### config.mk
export PLATFORM = sky130hd
export DESIGN_NAME = bus_arbiter
export DESIGN_NICKNAME = d
export VERILOG_FILES = /design/src/rtl/bus_arbiter.sv
export SDC_FILE = /design/constraint.sdc
export NUM_CORES = 1
export LEC_CHECK = 0
export CAP_MARGIN = 15
export CORE_MARGIN = 2
export CORE_UTILIZATION = 55
export DETAILED_ROUTE_END_ITERATION = 10
export PLACE_DENSITY_LB_ADDON = 0.15
export SLEW_MARGIN = 20
export SYNTH_ARGS = -nofsm -noshare
export SYNTH_HDL_FRONTEND = slang
export SYNTH_SLANG_ARGS = --single-unit
### constraint.sdc
create_clock -name clk -period 4.4 [get_ports clk]
set_clock_uncertainty 0.2 [all_clocks]
set_input_delay 1.1 -clock clk [delete_from_list [all_inputs] [get_ports clk]]
set_output_delay 1.1 -clock clk [all_outputs]
set_load 0.1 [all_outputs]
### src/rtl/bus_arbiter.sv
// rtl/bus_arbiter.sv - two-requester arbiter sharing one downstream bus/MMU port
module bus_arbiter #(
    parameter int ADDR_W = 32,
    parameter int DATA_W = 32,
    parameter int POLICY = 0
) (
    input  logic                clk,
    input  logic                rstn,
    input  logic                f_req,
    input  logic                f_mode,
    input  logic [ADDR_W-1:0]   f_addr,
    input  logic [DATA_W-1:0]   f_wdata,
    input  logic [DATA_W/8-1:0] f_wstrb,
    output logic                f_resp,
    output logic [DATA_W-1:0]   f_rdata,
    output logic                f_exc,
    output logic [4:0]          f_exc_vec,
    output logic [31:0]         f_exc_tval,
    input  logic                m_req,
    input  logic                m_mode,
    input  logic [ADDR_W-1:0]   m_addr,
    input  logic [DATA_W-1:0]   m_wdata,
    input  logic [DATA_W/8-1:0] m_wstrb,
    output logic                m_resp,
    output logic [DATA_W-1:0]   m_rdata,
    output logic                m_exc,
    output logic [4:0]          m_exc_vec,
    output logic [31:0]         m_exc_tval,
    output logic                d_req,
    output logic                d_mode,
    output logic [ADDR_W-1:0]   d_addr,
    output logic [DATA_W-1:0]   d_wdata,
    output logic [DATA_W/8-1:0] d_wstrb,
    input  logic                d_resp,
    input  logic [DATA_W-1:0]   d_rdata,
    input  logic                d_exc,
    input  logic [4:0]          d_exc_vec,
    input  logic [31:0]         d_exc_tval
);

    localparam int STRB_W = DATA_W / 8;

    typedef enum logic {IDLE, BUSY} state_t;
    typedef enum logic {FETCH, MEM} src_t;

    state_t state, state_nx;
    src_t   owner, last_grant;

    logic              f_pend, m_pend;
    logic              f_p_mode, m_p_mode;
    logic [ADDR_W-1:0] f_p_addr, m_p_addr;
    logic [DATA_W-1:0] f_p_wdata, m_p_wdata;
    logic [STRB_W-1:0] f_p_wstrb, m_p_wstrb;

    logic              busy;
    logic              f_acc, m_acc;
    logic              f_cand, m_cand;
    logic              grant_f, grant_m;
    logic              g_mode;
    logic [ADDR_W-1:0] g_addr;
    logic [DATA_W-1:0] g_wdata;
    logic [STRB_W-1:0] g_wstrb;
    logic              done;

    // A pulse is accepted only if its slot is free and it does not own the in-flight transfer.
    assign busy   = (state == BUSY);
    assign f_acc  = f_req & ~f_pend & ~(busy & (owner == FETCH));
    assign m_acc  = m_req & ~m_pend & ~(busy & (owner == MEM));
    assign f_cand = ~busy & (f_pend | f_acc);
    assign m_cand = ~busy & (m_pend | m_acc);
    assign done   = busy & (d_resp | d_exc);

    always_comb begin
        state_nx = state;
        grant_f  = 1'b0;
        grant_m  = 1'b0;
        case (state)
            IDLE: begin
                if (f_cand && m_cand) begin
                    if (POLICY == 1) begin
                        grant_m = 1'b1;
                    end else if (last_grant == MEM) begin
                        grant_f = 1'b1;
                    end else begin
                        grant_m = 1'b1;
                    end
                end else begin
                    grant_f = f_cand;
                    grant_m = m_cand;
                end
                if (grant_f || grant_m) begin
                    state_nx = BUSY;
                end
            end
            BUSY: begin
                if (d_resp || d_exc) begin
                    state_nx = IDLE;
                end
            end
            default: state_nx = IDLE;
        endcase
    end

    // Granted fields come from the pending slot, or straight from the inputs when bypassing it.
    always_comb begin
        g_mode  = 1'b0;
        g_addr  = '0;
        g_wdata = '0;
        g_wstrb = '0;
        if (grant_m) begin
            g_mode  = m_pend ? m_p_mode  : m_mode;
            g_addr  = m_pend ? m_p_addr  : m_addr;
            g_wdata = m_pend ? m_p_wdata : m_wdata;
            g_wstrb = m_pend ? m_p_wstrb : m_wstrb;
        end else if (grant_f) begin
            g_mode  = f_pend ? f_p_mode  : f_mode;
            g_addr  = f_pend ? f_p_addr  : f_addr;
            g_wdata = f_pend ? f_p_wdata : f_wdata;
            g_wstrb = f_pend ? f_p_wstrb : f_wstrb;
        end
    end

    always_ff @(posedge clk) begin
        if (!rstn) begin
            state      <= IDLE;
            owner      <= FETCH;
            last_grant <= MEM;
            f_pend     <= 1'b0;
            m_pend     <= 1'b0;
            f_p_mode   <= 1'b0;
            f_p_addr   <= '0;
            f_p_wdata  <= '0;
            f_p_wstrb  <= '0;
            m_p_mode   <= 1'b0;
            m_p_addr   <= '0;
            m_p_wdata  <= '0;
            m_p_wstrb  <= '0;
            d_req      <= 1'b0;
            d_mode     <= 1'b0;
            d_addr     <= '0;
            d_wdata    <= '0;
            d_wstrb    <= '0;
            f_resp     <= 1'b0;
            f_rdata    <= '0;
            f_exc      <= 1'b0;
            f_exc_vec  <= '0;
            f_exc_tval <= '0;
            m_resp     <= 1'b0;
            m_rdata    <= '0;
            m_exc      <= 1'b0;
            m_exc_vec  <= '0;
            m_exc_tval <= '0;
        end else begin
            state  <= state_nx;
            d_req  <= 1'b0;
            f_resp <= 1'b0;
            f_exc  <= 1'b0;
            m_resp <= 1'b0;
            m_exc  <= 1'b0;

            if (grant_f) begin
                f_pend <= 1'b0;
            end else if (f_acc) begin
                f_pend    <= 1'b1;
                f_p_mode  <= f_mode;
                f_p_addr  <= f_addr;
                f_p_wdata <= f_wdata;
                f_p_wstrb <= f_wstrb;
            end

            if (grant_m) begin
                m_pend <= 1'b0;
            end else if (m_acc) begin
                m_pend    <= 1'b1;
                m_p_mode  <= m_mode;
                m_p_addr  <= m_addr;
                m_p_wdata <= m_wdata;
                m_p_wstrb <= m_wstrb;
            end

            if (grant_f || grant_m) begin
                d_req      <= 1'b1;
                d_mode     <= g_mode;
                d_addr     <= g_addr;
                d_wdata    <= g_wdata;
                d_wstrb    <= g_wstrb;
                owner      <= grant_m ? MEM : FETCH;
                last_grant <= grant_m ? MEM : FETCH;
            end

            // An exception suppresses the normal response and leaves rdata untouched.
            if (done) begin
                if (owner == FETCH) begin
                    if (d_exc) begin
                        f_exc      <= 1'b1;
                        f_exc_vec  <= d_exc_vec;
                        f_exc_tval <= d_exc_tval;
                    end else begin
                        f_resp  <= 1'b1;
                        f_rdata <= d_rdata;
                    end
                end else begin
                    if (d_exc) begin
                        m_exc      <= 1'b1;
                        m_exc_vec  <= d_exc_vec;
                        m_exc_tval <= d_exc_tval;
                    end else begin
                        m_resp  <= 1'b1;
                        m_rdata <= d_rdata;
                    end
                end
            end
        end
    end

endmodule

==> metrics.txt <==
Post-CTS Setup Bufs=0; syn nets=2410; worst-skew pair later-pin latency=0.53 ns; Cells after Synth=2197; net count reported at finish=2624; #FFs+latches synth=355; Worst setup SP type=flop; Peak VDD IR=0.000276 V; setup violators final=0; commonest non-fill, non-tap cell in the layout=clkdlybuf4s50_1; Die Area=35100 um^2; Core Util, Final=71.5%; Mapped Avg Cell Area=8.41 um^2; CTS clk-pin slew, worst paths=0.06 ns; largest cells by area after synthesis=dfxtp_1, mux2i_1, nand2_1; Clock Power Share=33.6%; slowest cell delay on critical path=1.19 ns; CP Capture Type=primary output; Final min period=3.42 ns; met2 global-route usage=54.6%; Max Cap Viol=0; largest net degree at the start of global routing=197; Crit path required time=3.10 ns; DR vias=19000; Slowest-stage cell, CP=clkdlybuf4s50_1; WL/cell=21.4 um; Switch Pwr=3.40 mW; sequential-to-total area share from yosys stat=38.5%; HPWL Detailed=37900 um; status=completed; Clock Path Buffers=3; via/cell ratio=6.56; I/O pins=425; H-tree lvl count=2; initial antenna violation count=10; kind of critical path=reg2out; Die W=187 um; Fin Setup TNS=0 ns; WP buf/inv=1; Pint=6.13 mW; dpl cells=2818; gr busiest metal=met2; period utilization=77.8%; leakage power=8.40 nW; DRT iter0 DRCs=1863; CTS tree=done; Core ar.=33300 um^2; layout cells sized above 1=4.55%; Routed WL=62000 um; First-pass DRT Iterations=5; Congestion Overflow GR=0; Slew HR=24.7%; RD Place Congestion=0.891; hold_ws=0.250 ns; CTS buffer count=39; CTS resizes=0; die height=187 um; area leader, netlist=dfxtp_1; Yosys warning total=0; PortBufs=424; initial core utilization=55.5%; top cell type's share of synthesized area=38.5%; CP top delay family=buffers and inverters; std cell rows=67; fin. max-slew vios=0; CP arrival=2.12 ns; number of global-route vias before repair=18000; Post-CTS Hold Buffers=0; CP cell instances=clkdlybuf4s50_1; met3 Usage GRT=5.57%; Netlist Area Pre-Place=18500 um^2; GR Util met1=43.8%; Total GRT Usage=33.8%; Fmax achieved=292 MHz; Routed Antenna Nets=0; share of flip-flops with an asynchronous set or reset=0%; RSZ-0062 raised after global routing=no; Post-synth top flop=dfxtp_1; Comb pwr share=26.9%; root buf cell=clkbuf_16; Tightest Pin Transition=1.13 ns; commonest non-fill, non-tap cells in the layout=clkdlybuf4s50_1, dfxtp_1, nand2_1; Switching Fraction=35.7%; DR DRC count=0; Fillers=2564; Power Density=401 nW/um^2; Hold Crit Class=reg2reg; number of synthesized flops with an enable pin=0; Hold Violations, Final=0; first-pass GRT wire length=97700 um; CTS Sinks=355; distinct cell type count after synthesis=40; non-filler cells, final=2893; crit-path max FO=2; Sequential Power Share=39.4%; Layout area overhead=28.8%
==> layer usage <==
metal | up-vias | share of wire, %
met1 | 9064 | 40
li1 | 8802 | -
met3 | 173 | 8.4
met2 | 946 | 47
met5 | - | 0.074
met4 | 6 | 4.9
==> area by class of cell <==
cell class / instances / area [um^2] / share of cell area, %
multi-input combinational: 1556 / 10300 / 43.1
sequential: 355 / 7120 / 29.9
timing repair buffer: 457 / 4580 / 19.2
clock buffer: 56 / 1140 / 4.79
tap: 448 / 561 / 2.35
clock inverter: 11 / 97.6 / 0.410
antenna: 8 / 20.0 / 0.0841
inverter: 2 / 10.0 / 0.0420
==> Yosys cell counts (all sizes together), types with 2 or more instances <==
library cell  count
a21oi           142
and2             69
and3             70
buf              79
clkbuf          205
dfxtp           355
inv               2
mux2i           138
nand2           347
nand2b            3
nand3             2
nand3b          139
nand4           138
nor2              5
nor3             70
nor3b             2
nor4             70
o2111a           69
o2111ai          69
o211ai           69
o21ai             3
o21bai            3
o221ai           69
or4              69
==> path summary, 6_finish.rpt <==
kind,startpoint,to,cells past startpoint,slack (ns)
max,d_addr[31]$_SDFFE_PN0P_,d_addr[31],1,0.98
min,f_rdata[20]$_SDFFE_PN0P_,f_rdata[20]$_SDFFE_PN0P_,2,0.25
max reg2reg,busy$_SDFF_PN0_,f_p_wstrb[2]$_SDFFE_PN0P_,4,1.31
min reg2reg,f_rdata[20]$_SDFFE_PN0P_,f_rdata[20]$_SDFFE_PN0P_,2,0.25
==> sequential cells by signal (all words and copies together), names as in the netlist, 4 cells and up <==
register,flops
f_exc_tval,32
f_rdata,32
f_p_wstrb,4
m_exc_vec,5
m_exc_tval,32
m_p_wdata,32
m_rdata,32
f_p_addr,32
m_p_addr,32
d_addr,32
d_wstrb,4
d_wdata,32
m_p_wstrb,4
f_exc_vec,5
f_p_wdata,32
==> power groups by stage <==
stage	sequential, mW	clock [mW]	combinational (mW)
floorplan	4.55	0	1.02
global placement	3.80	0	2.49
detailed placement	3.82	0	2.54
CTS	3.75	3.24	2.55
global route	3.79	3.36	2.69
finish	3.76	3.21	2.57
==> stage by stage <==
stage | worst slack (ns) | cell area, um^2 | power [mW]
floorplan | 1.84 | 18500 | 5.57
global placement | 0.951 | 22500 | 6.30
detailed placement | 0.809 | 22500 | 6.36
CTS | 0.955 | 23800 | 9.54
global route | 0.935 | 23800 | 9.84
finish | 0.975 | 23800 | 9.54
==> cells by family (layout without fill, tap and decap cells) <==
| logic type | Yosys count | count (layout) | share of synthesized area (%) |
|---|---|---|---|
| buf+inv | 286 | 526 | 6.41 |
| compound gates | 427 | 427 | 17.8 |
| mux | 138 | 138 | 7.47 |
| simple gates | 991 | 991 | 29.9 |
| other cells | 0 | 8 | 0 |
| flops | 355 | 355 | 38.5 |
No activity file was read; power rests on OpenSTA's default activity.
